**config.mk**
```make
export PLATFORM = sky130hd
export DESIGN_NAME = instr_mem_loader_flat
export DESIGN_NICKNAME = d
export VERILOG_FILES = /design/src/rtl/instr_mem_loader_if.sv /design/src/rtl/instr_mem_loader.sv /design/src/flat_wrapper.sv
export SDC_FILE = /design/constraint.sdc
export NUM_CORES = 1
export LEC_CHECK = 0
export BUFFER_PORTS_ARGS = -buffer_cell sky130_fd_sc_hd__buf_2
export CORE_UTILIZATION = 30
export DETAILED_ROUTE_END_ITERATION = 6
export SLEW_MARGIN = 30
export SYNTH_ARGS = -nofsm -noshare
export SYNTH_HDL_FRONTEND = slang
export SYNTH_SLANG_ARGS = --single-unit
```
**constraint.sdc**
```tcl
create_clock -name clk -period 5.2 [get_ports clk]
set_input_delay 1.04 -clock clk [delete_from_list [all_inputs] [get_ports clk]]
set_output_delay 1.04 -clock clk [all_outputs]
set_load 0.005 [all_outputs]
```
**src/rtl/instr_mem_loader_if.sv**
```systemverilog
// -----------------------------------------------------------------------------
// instr_mem_loader_if
//   Groups the byte-stream handshake and the instruction-memory write port of
//   the loader.
//   slave  : the loader side (consumes the stream, drives the write port)
//   master : the environment side (produces the stream, observes the writes)
//
//   in_valid  : stream byte present
//   in_data   : stream byte
//   in_ready  : loader accepts a byte this cycle
//   mem_we    : one-cycle write strobe per assembled word
//   mem_addr  : word index for the write
//   mem_wdata : assembled 32-bit instruction word
// -----------------------------------------------------------------------------
interface instr_mem_loader_if;
   logic        in_valid;
   logic [7:0]  in_data;
   logic        in_ready;
   logic        mem_we;
   logic [31:0] mem_addr;
   logic [31:0] mem_wdata;

   modport slave (
      input  in_valid, in_data,
      output in_ready, mem_we, mem_addr, mem_wdata
   );

   modport master (
      output in_valid, in_data,
      input  in_ready, mem_we, mem_addr, mem_wdata
   );
endinterface

```
**src/rtl/instr_mem_loader.sv**
```systemverilog
// -----------------------------------------------------------------------------
// instr_mem_loader
//   Fills instruction memory from a byte stream. The stream is a 16-bit
//   big-endian word count N followed by 4*N bytes; each group of four bytes
//   forms one big-endian instruction word written to consecutive word
//   addresses starting at BASE_ADDR.
//
//   clk, rst_n    : clock, asynchronous active-low reset
//   start         : pulse, begins a load from IDLE, DONE or ERR
//   abort         : pulse, cancels a load in progress
//   bus           : stream handshake + memory write port (slave modport)
//   busy          : header or data phase in progress
//   done          : last load completed, held until next start
//   error         : last header rejected (too long), held until next start
//   words_written : words written by the current or last load
// -----------------------------------------------------------------------------
module instr_mem_loader #(
   parameter int DEPTH     = 2048,
   parameter int BASE_ADDR = 0
) (
   input  logic                      clk,
   input  logic                      rst_n,
   instr_mem_loader_if.slave         bus,
   input  logic                      start,
   input  logic                      abort,
   output logic                      busy,
   output logic                      done,
   output logic                      error,
   output logic [15:0]               words_written
);

   typedef enum logic [2:0] {
      S_IDLE,
      S_LEN_HI,
      S_LEN_LO,
      S_DATA,
      S_DONE,
      S_ERR
   } state_e;

   state_e      state;
   state_e      state_nxt;
   logic [15:0] length;
   logic [1:0]  byte_cnt;
   logic [23:0] word_sr;

   logic        accept;
   logic        take;
   logic [15:0] len_new;
   logic [32:0] len_end;
   logic        len_bad;
   logic        last_word;

   // in_ready is a register, so a transfer never depends combinationally on
   // itself. An abort in the same cycle suppresses the byte: nothing of it is
   // kept.
   assign accept    = bus.in_valid && bus.in_ready;
   assign take      = accept && !abort;

   // Length as it will be once the low header byte lands.
   assign len_new   = {length[15:8], bus.in_data};
   assign len_end   = 33'(BASE_ADDR) + {17'd0, len_new};
   assign len_bad   = len_end > 33'(DEPTH);

   assign last_word = ({1'b0, words_written} + 17'd1) == {1'b0, length};

   // NOTE: every output of an always_comb gets a default first, otherwise a
   // path that skips the assignment infers a latch.
   always_comb begin
      state_nxt = state;
      case (state)
         S_IDLE, S_DONE, S_ERR: begin
            if (start) state_nxt = S_LEN_HI;
         end
         S_LEN_HI: begin
            if (abort)       state_nxt = S_IDLE;
            else if (accept) state_nxt = S_LEN_LO;
         end
         S_LEN_LO: begin
            if (abort) begin
               state_nxt = S_IDLE;
            end else if (accept) begin
               if (len_new == 16'd0) state_nxt = S_DONE;
               else if (len_bad)     state_nxt = S_ERR;
               else                  state_nxt = S_DATA;
            end
         end
         S_DATA: begin
            if (abort)                                     state_nxt = S_IDLE;
            else if (accept && byte_cnt == 2'd3 && last_word) state_nxt = S_DONE;
         end
         default: state_nxt = S_IDLE;
      endcase
   end

   // Status flags are registered from the next state so they change on the
   // same edge as the state itself and never follow the inputs directly.
   // NOTE: sequential state uses non-blocking assignments so every register
   // samples pre-edge values regardless of statement order.
   // NOTE: all datapath registers are reset as well; they are small and a
   // known value avoids X on mem_addr/mem_wdata after reset.
   always_ff @(posedge clk or negedge rst_n) begin
      if (!rst_n) begin
         state         <= S_IDLE;
         bus.in_ready  <= 1'b0;
         busy          <= 1'b0;
         done          <= 1'b0;
         error         <= 1'b0;
         bus.mem_we    <= 1'b0;
         bus.mem_addr  <= '0;
         bus.mem_wdata <= '0;
         words_written <= '0;
         length        <= '0;
         byte_cnt      <= '0;
         word_sr       <= '0;
      end else begin
         state        <= state_nxt;
         bus.in_ready <= state_nxt inside {S_LEN_HI, S_LEN_LO, S_DATA};
         busy         <= state_nxt inside {S_LEN_HI, S_LEN_LO, S_DATA};
         done         <= state_nxt == S_DONE;
         error        <= state_nxt == S_ERR;
         bus.mem_we   <= 1'b0;

         if (start && (state inside {S_IDLE, S_DONE, S_ERR})) begin
            words_written <= '0;
         end

         if (state == S_LEN_HI && take) begin
            length[15:8] <= bus.in_data;
         end

         if (state == S_LEN_LO && take) begin
            length[7:0] <= bus.in_data;
            byte_cnt    <= '0;
         end

         if (state == S_DATA && take) begin
            byte_cnt <= byte_cnt + 2'd1;
            word_sr  <= {word_sr[15:0], bus.in_data};
            if (byte_cnt == 2'd3) begin
               bus.mem_we    <= 1'b1;
               bus.mem_wdata <= {word_sr, bus.in_data};
               bus.mem_addr  <= 32'(BASE_ADDR) + 32'(words_written);
               words_written <= words_written + 16'd1;
            end
         end
      end
   end

endmodule

```
**src/flat_wrapper.sv**
```systemverilog
// flat-port wrapper written by rule: the top's interface ports become plain ports
module instr_mem_loader_flat 
#(
   parameter int DEPTH     = 2048,
   parameter int BASE_ADDR = 0
)
  (clk, rst_n, start, abort, busy, done, error, words_written, bus_in_valid, bus_in_data, bus_in_ready, bus_mem_we, bus_mem_addr, bus_mem_wdata);
  instr_mem_loader_if bus_i ();
  input  logic clk;
  input  logic rst_n;
  input  logic start;
  input  logic abort;
  output logic busy;
  output logic done;
  output logic error;
  output logic [15:0] words_written;
  input wire logic [$bits(bus_i.in_valid)-1:0] bus_in_valid;
  input wire logic [$bits(bus_i.in_data)-1:0] bus_in_data;
  output wire logic [$bits(bus_i.in_ready)-1:0] bus_in_ready;
  output wire logic [$bits(bus_i.mem_we)-1:0] bus_mem_we;
  output wire logic [$bits(bus_i.mem_addr)-1:0] bus_mem_addr;
  output wire logic [$bits(bus_i.mem_wdata)-1:0] bus_mem_wdata;
  assign bus_i.in_valid = bus_in_valid;
  assign bus_i.in_data = bus_in_data;
  assign bus_in_ready = bus_i.in_ready;
  assign bus_mem_we = bus_i.mem_we;
  assign bus_mem_addr = bus_i.mem_addr;
  assign bus_mem_wdata = bus_i.mem_wdata;
  instr_mem_loader #(.DEPTH(DEPTH), .BASE_ADDR(BASE_ADDR)) u_core (.clk(clk), .rst_n(rst_n), .bus(bus_i), .start(start), .abort(abort), .busy(busy), .done(done), .error(error), .words_written(words_written));
endmodule
```
==> reports/metrics.yaml <==
status:
  status: "completed"
place:
  io_buffers: 81
  place_congestion: 0.778
  hpwl_mm: 8.60
synthesis:
  synth_async_sr_flop_share_pct: 100
  ys_seq_elements: 113
  synth.distinct_cells: 61
  yosys_warnings: 0
  avgSynthCellArea_um2: 9.89
  synth_simple_gate_area_share_pct: 21.7
  synth_top_family_by_area: "simple AND/OR/NAND/NOR gates"
  yosysSeqAreaShare_pct: 53.3
  synth_compound_area_share_pct: 6.61
  syn_inst: 536
  synth_edf_count: 0
  synth_area_um2: 5300
  yosys.area_share.xor_xnor_pct: 3.73
  synth_flop_cell: "dfrtp_1"
  synthMuxAreaShare_pct: 8.68
  synthAdderAreaFrac_pct: 0.472
grt:
  grt_pass1_vias: 3629
  grt_max_degree: 70
  grt_pass1_wl_mm: 20.7
  antenna_found_initial: 0
  grt-ovfl-total: 0
  grt_usage_pct: 15.0
detailed_routing:
  drt_iter0_markers: 256
  drt-wirelength-per-cell_um: 15.2
  first_pass_iters: 4
  vias: 3958
  route.detailed.drc: 0
  ant_nets: 0
  drt-total-wl_mm: 12.9
  viasPerCell: 4.67
setup_path:
  slowest_stage: "dfrtp_1"
  cp_max_fo: 8
  cp_num_buf_inv: 0
  path_class: "flip-flop to flip-flop"
  required_ns: 5.52
  start_kind: "flip-flop"
  cp-end-kind: "flip-flop"
  worstSetupPathDepth: 8
  critPathArrivalTime_ns: 3.07
  cp_top_family: "simple AND/OR/NAND/NOR gates"
  reg2reg_depth: 8
  cp_cell_sequence: "ha_1, nand4_1, nor3_1, o2bb2ai_1, nand3_1, nor4_2, a31oi_2, nor4b_2"
  max_stage_delay_ns: 0.51
layout:
  n_antenna_cell: 0
  area_growth_pct: 20.6
  drive_gt1_share_pct: 27.8
  nets: 625
  nFillCells: 1796
clock_network:
  cts_tree: "yes"
  cts_max_level: 4
  worst_skew_pair.late_latency_ns: 0.41
  cts_root_buffer: "clkbuf_16"
  cts.sinks: 113
  clockBufferDepth: 2
  cts_setup_buffers: 0
  cts.clk_slew.worst_paths_ns: 0.05
  post_cts_resized: 0
  numCtsBuffers: 17
  holdBufCountCts: 0
sta:
  layout_min_cycle_time_ns: 2.74
  rsz0062_at_grt: "no"
  slew_headroom_pct: 49.1
  post-route-period-util_pct: 52.8
  finalHoldViolCount: 0
  max_slew.worst_pin.slew_ns: 0.764
  setup_viol: 0
  max_freq_mhz: 364
  final.setup.tns_ns: 0
  fin_skew_ns: 0.00730
  slew_viol_final: 0
floorplan:
  rows: 48
  ios: 98
  die_y_um: 135
  die_area_um2: 18200
  core-area_um2: 17300
  initial_core_util_pct: 30.7
  die-width_um: 135
run:
  cap_viol_max_count: 0
worst_hold_path:
  hold_class: "flip-flop to flip-flop"
  hold-path-cell-count: 2
pwr:
  p_leak_nw: 3.35
  peakVddDrop_v: 0.000182
  finalPower_mw: 2.62
  power.density_nw_per_um2: 410
-- sequential cells by signal (all words and copies together), names as in the netlist --
name,flops
u_core.bus.mem_wdata,32
u_core.word_sr,24
u_core.bus.mem_addr,16
u_core.length,16
u_core.words_written,16
u_core.state,3
u_core.byte_cnt,2
u_core.bus.in_ready,1
u_core.bus.mem_we,1
u_core.done,1
u_core.error,1
-- placed cells by master (no fill, tap or decap), drive strengths merged, types with 2 or more instances in the layout --
master / instances
o41ai: 4
xnor2: 13
inv: 6
nor3: 8
nand2: 169
a21oi: 2
nor4: 7
or2: 2
ha: 2
conb: 16
nand2b: 3
and3: 4
dfrtp: 113
nand3b: 2
nor2: 26
and4: 2
nand4: 9
xor2: 7
a21o: 2
mux2: 40
nor3b: 2
bufinv: 2
o22ai: 2
o21ai: 25
clkinvlp: 2
nand3: 10
nor4b: 2
clkbuf: 22
buf: 86
a31oi: 3
o31ai: 4
and2: 4
nor2b: 3
clkinv: 5
-- layout make-up --
cell class | count | area, um^2 | area share, %
multi-input combinational | 387 | 2250 | 35.1
inverter | 5 | 18.8 | 0.293
sequential | 113 | 2830 | 44.2
timing repair buffer | 86 | 449 | 7.02
clock buffer | 22 | 464 | 7.26
clock inverter | 10 | 109 | 1.70
tap | 225 | 282 | 4.40
-- path summary, 6_finish.rpt --
| path | from | end | slack (ns) |
|---|---|---|---|
| max | u_core.words_written[0] | u_core.done | 2.46 |
| min | u_core.word_sr[16] | u_core.bus.mem_wdata[24] | 0.46 |
| max reg2reg | u_core.words_written[0] | u_core.done | 2.46 |
| min reg2reg | u_core.word_sr[16] | u_core.bus.mem_wdata[24] | 0.46 |
| max in group asynchronous | rst_n | u_core.length[8] | 3.53 |
| min in group asynchronous | rst_n | u_core.bus.mem_wdata[5] | 0.62 |
-- metrics by stage --
stage / hold slack, ns / setup slack [ns] / std cells / cell area [um^2] / utilization, %
2_1_floorplan: 0.433 / 2.67 / 551 / 5360 / -
4_1_cts: 0.469 / 2.48 / 848 / 6390 / 37.0
6_report: 0.462 / 2.46 / 848 / 6400 / 37.0
3_5_place_dp: 0.455 / 2.31 / 816 / 5820 / 33.7
5_1_grt: 0.486 / 2.15 / 848 / 6400 / 37.0
3_3_place_gp: 0.447 / 2.36 / 816 / 5820 / 33.7
-- Yosys cell counts (all sizes together), types with 5 or more instances --
master  instances  area, um^2
nand3          10        60.1
xnor2          13         114
nand4           9        71.3
buf            27         193
nor4            7        56.3
nor2           26        97.6
mux2           40         450
nor3            8        45.0
dfrtp         113        2830
o21ai          25         125
xor2            7        61.3
nand2         169         634
clkbuf         19        75.1
inv             5        18.8
-- logic make-up (layout without fill, tap and decap cells) --
family | count (synthesis) | after routing
AND/OR/NAND/NOR | 254 | 254
flip-flops | 113 | 113
AO/OA/AOI/OAI | 53 | 53
buffers and inverters | 51 | 123
multiplexers | 41 | 41
XOR/XNOR | 21 | 21
adder cells (fa/ha/maj) | 2 | 2
other | 1 | 16
-- tightest hold or removal path: stages (launching register included) --
cell and delay (ns):
dfrtp_1 0.34, nand2_1 0.05, nand2_1 0.05
-- power breakdown --
part / switching, mW / leakage, nW / internal (mW)
logic: 0.184 / 1.52 / 0.191
registers: 0.131 / 1.55 / 0.988
clock network: 0.403 / 0.280 / 0.726
-- metal layers --
metal  wire length [um]  GRT usage [%]
met2               5670           21.4
met3                536           3.45
met4                203           5.68
met1               6480           21.8
met5                  0              0
No activity file was read; power rests on OpenSTA's default activity.
